==> src/rtl/decode_2_4_stream.sv <==
// Registered 2-to-4 decoder behind a 2-entry skid buffer. It keeps a saturating count of V=1 codes.
// Define DECODE_LAST_HOLD_EN to keep the last popped word on the outputs while idle.
module decode_2_4_stream #(
  parameter int IN_W  = 2,
  parameter int CNT_W = 8
) (
  input  logic                   clk,
  input  logic                   rst_n,
  input  logic                   in_valid,
  output logic                   in_ready,
  input  logic                   in_v,
  input  logic [IN_W-1:0]        in_y,
  output logic                   out_valid,
  input  logic                   out_ready,
  output logic [(1<<IN_W)-1:0]   out_onehot,
  output logic                   out_v,
  output logic [CNT_W-1:0]       dec_cnt
);
  localparam int OUT_W = 1 << IN_W;

  typedef enum logic [1:0] {EMPTY, ONE, TWO} state_t;

  state_t             state_q, state_d;
  logic [OUT_W-1:0]   head_oh_q, head_oh_d, tail_oh_q, tail_oh_d, in_oh;
  logic               head_v_q, head_v_d, tail_v_q, tail_v_d;
  logic               in_ready_q, in_ready_d;
  logic [CNT_W-1:0]   cnt_q, cnt_d;
  logic               accept, pop;

  // Words are decoded on entry; with in_v=0 the select ignores in_y entirely.
  always_comb begin
    in_oh = in_v ? (OUT_W'(1) << in_y) : '0;
  end

  always_comb begin
    state_d   = state_q;
    head_oh_d = head_oh_q;
    head_v_d  = head_v_q;
    tail_oh_d = tail_oh_q;
    tail_v_d  = tail_v_q;
    cnt_d     = cnt_q;
    accept    = in_valid & in_ready_q;
    pop       = (state_q != EMPTY) & out_ready;

    case (state_q)
      EMPTY: begin
        if (accept) begin
          state_d   = ONE;
          head_oh_d = in_oh;
          head_v_d  = in_v;
        end
      end
      ONE: begin
        if (accept && pop) begin
          head_oh_d = in_oh;
          head_v_d  = in_v;
        end else if (accept) begin
          state_d   = TWO;
          tail_oh_d = in_oh;
          tail_v_d  = in_v;
        end else if (pop) begin
          state_d   = EMPTY;
        end
      end
      TWO: begin
        if (pop) begin
          state_d   = ONE;
          head_oh_d = tail_oh_q;
          head_v_d  = tail_v_q;
        end
      end
      default: state_d = EMPTY;
    endcase

    in_ready_d = (state_d != TWO);

    if (accept && in_v && (cnt_q != {CNT_W{1'b1}})) begin
      cnt_d = cnt_q + CNT_W'(1);
    end
  end

  always_ff @(posedge clk or negedge rst_n) begin
    if (!rst_n) begin
      state_q    <= EMPTY;
      head_oh_q  <= '0;
      head_v_q   <= 1'b0;
      tail_oh_q  <= '0;
      tail_v_q   <= 1'b0;
      in_ready_q <= 1'b1;
      cnt_q      <= '0;
    end else begin
      state_q    <= state_d;
      head_oh_q  <= head_oh_d;
      head_v_q   <= head_v_d;
      tail_oh_q  <= tail_oh_d;
      tail_v_q   <= tail_v_d;
      in_ready_q <= in_ready_d;
      cnt_q      <= cnt_d;
    end
  end

  assign out_valid = (state_q != EMPTY);
  assign in_ready  = in_ready_q;
  assign dec_cnt   = cnt_q;

  // The head slot is not cleared on the final pop, so it still holds the last popped word.
`ifdef DECODE_LAST_HOLD_EN
  assign out_onehot = head_oh_q;
  assign out_v      = head_v_q;
`else
  assign out_onehot = out_valid ? head_oh_q : '0;
  assign out_v      = out_valid & head_v_q;
`endif

endmodule

==> config.mk <==
export PLATFORM = sky130hd
export DESIGN_NAME = decode_2_4_stream
export DESIGN_NICKNAME = d
export VERILOG_FILES = /design/src/rtl/decode_2_4_stream.sv
export SDC_FILE = /design/constraint.sdc
export NUM_CORES = 1
export LEC_CHECK = 0
export CAP_MARGIN = 25
export CORE_MARGIN = 1
export CORE_UTILIZATION = 48
export DETAILED_ROUTE_END_ITERATION = 16
export PLACE_DENSITY = 0.75
export SKIP_LAST_GASP = 1
export SLEW_MARGIN = 15
export SYNTH_ARGS = -nofsm -noshare
export SYNTH_HDL_FRONTEND = slang
export SYNTH_SLANG_ARGS = --single-unit
==> constraint.sdc <==
create_clock -name clk -period 3.7 [get_ports clk]
set_input_delay 0.37 -clock clk [delete_from_list [all_inputs] [get_ports clk]]
set_output_delay 0.37 -clock clk [all_outputs]
set_load 0.01 [all_outputs]
# Word-level counts from Yosys, hierarchy flattened

Index checks and enable logic that the tools add are counted.

Output and inout port bits: 15
Word-level logic and storage cells: 44
Bits of input ports: 7
Register bits: 21

Shifts and indexed selects: 1
Reductions and logical operators: 8
Add/sub/neg operators: 1
Muxes and demuxes: 16
Bitwise operators: 4
Equal/unequal tests: 7

Operators with widths:

| kind                                             | number |
|---|---|
| 2-to-1 mux 4 bit                                 | 5 |
| one-hot mux 4 bit (3 select lines)               | 1 |
| 2-to-1 mux 2 bit                                 | 5 |
| adder 8 x 1 -> 8 bit (second input constant)     | 1 |
| inequality test 2 bit (second input constant)    | 4 |
| inequality test 8 bit (second input constant)    | 1 |
| one-hot mux 2 bit (3 select lines)               | 1 |
| AND reduction 4 bit                              | 1 |
| left shift 1 x 2 -> 4 bit (first input constant) | 1 |
| bitwise AND 1 bit                                | 3 |
| logical AND 1 bit                                | 3 |
| 2-to-1 mux 1 bit                                 | 3 |
| one-hot mux 1 bit (3 select lines)               | 1 |
| AND reduction 3 bit                              | 1 |
| nonzero test 3 bit                               | 1 |
| == test 2 x 1 -> 1 bit (second input constant)   | 1 |
| == test 2 bit (second input constant)            | 1 |
| zero test 2 bit                                  | 1 |
| nonzero test 2 bit                               | 1 |
| inverter 1 bit                                   | 1 |

# Longest topological paths before layout

Word-level depth: 7
Depth in mapped cells: 5
Mapped depth without buffers: 4

# Worst setup path after synthesis

No wires, ideal clock.

Path type: register to register
Start point: register in_ready_q, in the netlist in_ready
End point: register head_oh_q[0]
Setup slack: 2,156 ps
Stages on the path, launching flop included: 4
Path buffers: 0
Arrival: 1,419 ps
Data required time: 3,575 ps
Clock period less this slack: 1,544 ps
Setup time: 125 ps
Path through: dfstp_2 > nand2_1 > o31ai_4 > mux2_2

Cells in the longest elaborated chain, start to end: 4
Elaborated cells between the ends (all ways): 5
Those cells by class: 2 x eq/ne; 1 x bitwise; 2 x reduce/logical

Ends and longest elaborated chain:

| element                                  | line | RTL |
|---|---|---|
| start, declared                          | 26   | `logic in_ready_q, in_ready_d;` |
| start signal, assigned                   | 97   | `in_ready_q <= in_ready_d;` |
| bitwise AND 1 bit (*)                    | 42   | `accept = in_valid & in_ready_q;` |
| logical AND 1 bit                        | 54   | `if (accept && pop) begin` |
| inequality test 2 bit (no source line)   | n/a  |  |
| AND reduction 4 bit (no source line) (*) | n/a  |  |
| end signal, assigned                     | 93   | `head_oh_q <= head_oh_d;` |
| end, declared                            | 24   | `logic [OUT_W-1:0] head_oh_q, head_oh_d, tail_oh_q, tail_oh_d, in_oh;` |

Every way passes the cells marked *; elsewhere a longest branch is shown, timed or not.
A chain may end at the register's enable or synchronous reset.

# Worst setup path after layout

Start point: register state_q[1]
End point: output port out_onehot[2]

Cells in the longest elaborated chain, start to end: 2

Ends and longest elaborated chain:

| element                | line | RTL |
|---|---|---|
| start, declared        | 23   | `state_t state_q, state_d;` |
| start signal, assigned | 92   | `state_q <= state_d;` |
| nonzero test 2 bit     | 102  | `assign out_valid = (state_q != EMPTY);` |
| 2-to-1 mux 4 bit       | 111  | `assign out_onehot = out_valid ? head_oh_q : '0;` |
| end, declared          | 15   | `output logic [(1<<IN_W)-1:0] out_onehot,` |

Every way passes these cells.

==> results.sh <==
export IMPL_pre_cts_slack_ns=1.677
export IMPL_gp_congestion=0.7439
export IMPL_ctsResizeCount=0
export IMPL_clockBufferDepth=2
export IMPL_critPathMaxStageDelay_ns=0.54
export IMPL_hp_class="input port to asynchronous set/reset pin"
export IMPL_cts_setup_buffers=0
export IMPL_leakage_nw=0.6052
export IMPL_yosys_warnings=0
export IMPL_grt_total_usage_pct=18.59
export IMPL_synth_area_per_cell_um2=12.21
export IMPL_fmax_ghz=0.4475
export IMPL_fp_row_count=17
export IMPL_layout_cells_most_common_list="clkdlybuf4s50_1 (21), dfrtp_1 (20), mux2_2 (18), nor2b_1 (6), nand2_1 (5)"
export IMPL_dpl_instance_area_um2=1346
export IMPL_cp_max_fo=9
export IMPL_status="complete, no violations"
export IMPL_dp_hpwl_um=1518
export IMPL_crit_buf_inv=1
export IMPL_min_period_ns=2.235
export IMPL_crit_family="flip-flops"
export IMPL_syn_nets=100
export IMPL_cts_tree="yes"
export IMPL_routed_wl_um=2005
export IMPL_fin_tns_setup_ns=0
export IMPL_worstReg2RegStart="in_ready"
export IMPL_grt_pass1_vias=810
export IMPL_fin_ws_ns=1.465
export IMPL_wl_per_cell_um=13.92
export IMPL_fin_area_um2=1388
export IMPL_ir_drop_mv=0.4433
export IMPL_ant_nets=0
export IMPL_drcViolationCount=0
export IMPL_required_ns=3.33
export IMPL_mostFrequentLayoutCell="clkdlybuf4s50_1"
export IMPL_drt_initial_drc_count=10
export IMPL_worstPathArrival_ns=1.86
export IMPL_reg2reg_to="head_oh_q[1]"
export IMPL_initial_utilization_pct=50.79
export IMPL_clock_latency_ns=0.29
export IMPL_portBuffers=21
export IMPL_synth_cells=92
export IMPL_antenna_found_initial=0
export IMPL_coreArea_um2=2212
export IMPL_grt_overflow=0
export IMPL_yosysUniqueCellTypes=36
export IMPL_multi_input_area_um2=563.0
export IMPL_clock_tree_root_cell="clkbuf_4"
export IMPL_numCtsBuffers=3
export IMPL_seq_area_um2=526.8
export IMPL_die_h_um=50.38
export IMPL_fp_dieArea_um2=2538
export IMPL_fin_nets=125
export IMPL_worst_slew_pin_slew_ns=0.4649
export IMPL_fin_crit_sh_pct=60.40
export IMPL_yosysSeqAreaShare_pct=46.88
export IMPL_detailedRoute_firstPassIterationCount=3
export IMPL_path_clk_slew_ns=0.11
export IMPL_insertedDiodeCount=0
export IMPL_relSlewSlack_pct=68.89
export IMPL_htreeDepth=1
export IMPL_fin_cells=144
export IMPL_io_pins=22
export IMPL_reg2reg_depth=3
export IMPL_p_per_area_nw_per_um2=626.6
export IMPL_start_kind="flop"
export IMPL_maxCapViolations=0
export IMPL_final_hold_viol_count=0
export IMPL_fillerInstances=192
export IMPL_hold_buffers=0
export IMPL_drive_gt1_share_pct=25.00
export IMPL_endpoint_kind="primary output"
export IMPL_syn_to_final_growth_pct=23.50
export IMPL_grt_pass1_wl_um=3519
export IMPL_cp_startpoint="state_q[1]"
export IMPL_skew_ns=0.003386
export IMPL_setup_viol=0
export IMPL_reg2reg_slack_ns=2.04
export IMPL_dp_cells=139
export IMPL_vias_per_cell=5.479
export IMPL_report_final_slew_viol_count=0
export IMPL_die_x_um=50.38
export IMPL_slowest_stage="dfrtp_1"
export IMPL_ys_ff_latch=21
export IMPL_cts_sinks=21
export IMPL_rsz0062_at_grt="false"
export IMPL_crit_type="flop to primary output"
export IMPL_vias=789
export IMPL_worstPathCellList="nor2_1 -> nor2b_1 -> clkdlybuf4s50_1"
export IMPL_syn_area_um2=1124
export IMPL_grt_max_degree=22
[final cells by class]
type                            instances  area share, %
Clock buffer                            4          1.894
Inverter                                3         0.8115
Multi-Input combinational cell         66          40.58
Sequential cell                        21          37.96
Tap cell                               28          2.525
Timing Repair Buffer                   22          16.23
[power by group]
group          total [W]  internal, W  switching, W
combinational   0.000374     0.000225      0.000149
clock           0.000104    0.0000419     0.0000621
sequential      0.000392     0.000312     0.0000792
[metal layers]
metal | GRT usage, % | wire length, um | up-vias
met5 | 0 | 0 | -
met4 | 6.944 | 29 | 0
met3 | 2.727 | 74 | 4
met2 | 32.89 | 1012 | 15
met1 | 22.70 | 887 | 387
li1 | - | - | 383
[flip-flops by register name, indices dropped and copies added, names as in the netlist]
signal	count
head_v_q	1
in_ready	1
tail_v_q	1
head_oh_q	4
state_q	2
dec_cnt	8
tail_oh_q	4
[kinds of logic after synthesis]
kind of cell | after synthesis | share of synthesized area [%]
AND/OR/NAND/NOR | 32 | 19.16
buffers and inverters | 5 | 3.006
adder cells (fa/ha/maj) | 1 | 1.113
AO/OA/AOI/OAI | 12 | 9.245
flip-flops | 21 | 46.88
multiplexers | 20 | 19.82
XOR/XNOR | 1 | 0.7797
[cells in the mapped netlist]
cell type	number	area share, %
mux2i_1	2	1.8
nand2b_1	1	0.56
nor2_1	2	0.67
buf_6	2	2.0
nor3b_4	1	1.7
and3_2	1	0.67
and4_1	2	1.6
nand4b_1	1	0.78
nand3b_1	1	0.67
a21o_2	1	0.78
o211ai_1	1	0.67
a21boi_0	1	0.67
nand2b_4	1	1.2
o21bai_1	1	0.67
ha_1	1	1.1
dfrtp_1	20	45
nand2_1	5	1.7
a21o_1	1	0.67
a211oi_1	1	0.67
nor2b_1	6	3.3
xnor2_1	1	0.78
and3b_1	2	1.6
nor4_1	1	0.56
o31ai_4	1	1.9
nor3_1	1	0.45
a41oi_1	1	0.78
o21a_1	2	1.3
nand3_1	4	1.8
dfstp_2	1	2.3
o22ai_1	1	0.56
mux2_2	18	18
a31oi_1	1	0.56
nor3b_1	1	0.67
inv_1	3	1.0
and2b_2	1	0.78
and3_1	1	0.56
[per-stage QoR]
step / hold WS, ns / util, % / power (W)
2_1_floorplan: 0.07441 / - / 0.0006061
3_3_place_gp: 0.4818 / 60.86 / 0.0007567
3_5_place_dp: 0.4876 / 60.86 / 0.0007726
4_1_cts: 0.5131 / 62.05 / 0.0008788
5_1_grt: 0.3673 / 62.73 / 0.0009342
6_report: 0.3551 / 62.73 / 0.0008694
[how the worst max path moves through the flow]
stage,depth (start not counted),slack [ns],end
global route,3,1.32,out_v
finish,3,1.47,out_onehot[2]
detailed placement,4,1.68,head_oh_q[1]
floorplan,3,2.16,head_oh_q[0]
global placement,4,1.71,head_v_q
CTS,3,1.46,out_onehot[0]
Note: power is estimated with default switching activity, not from simulation.
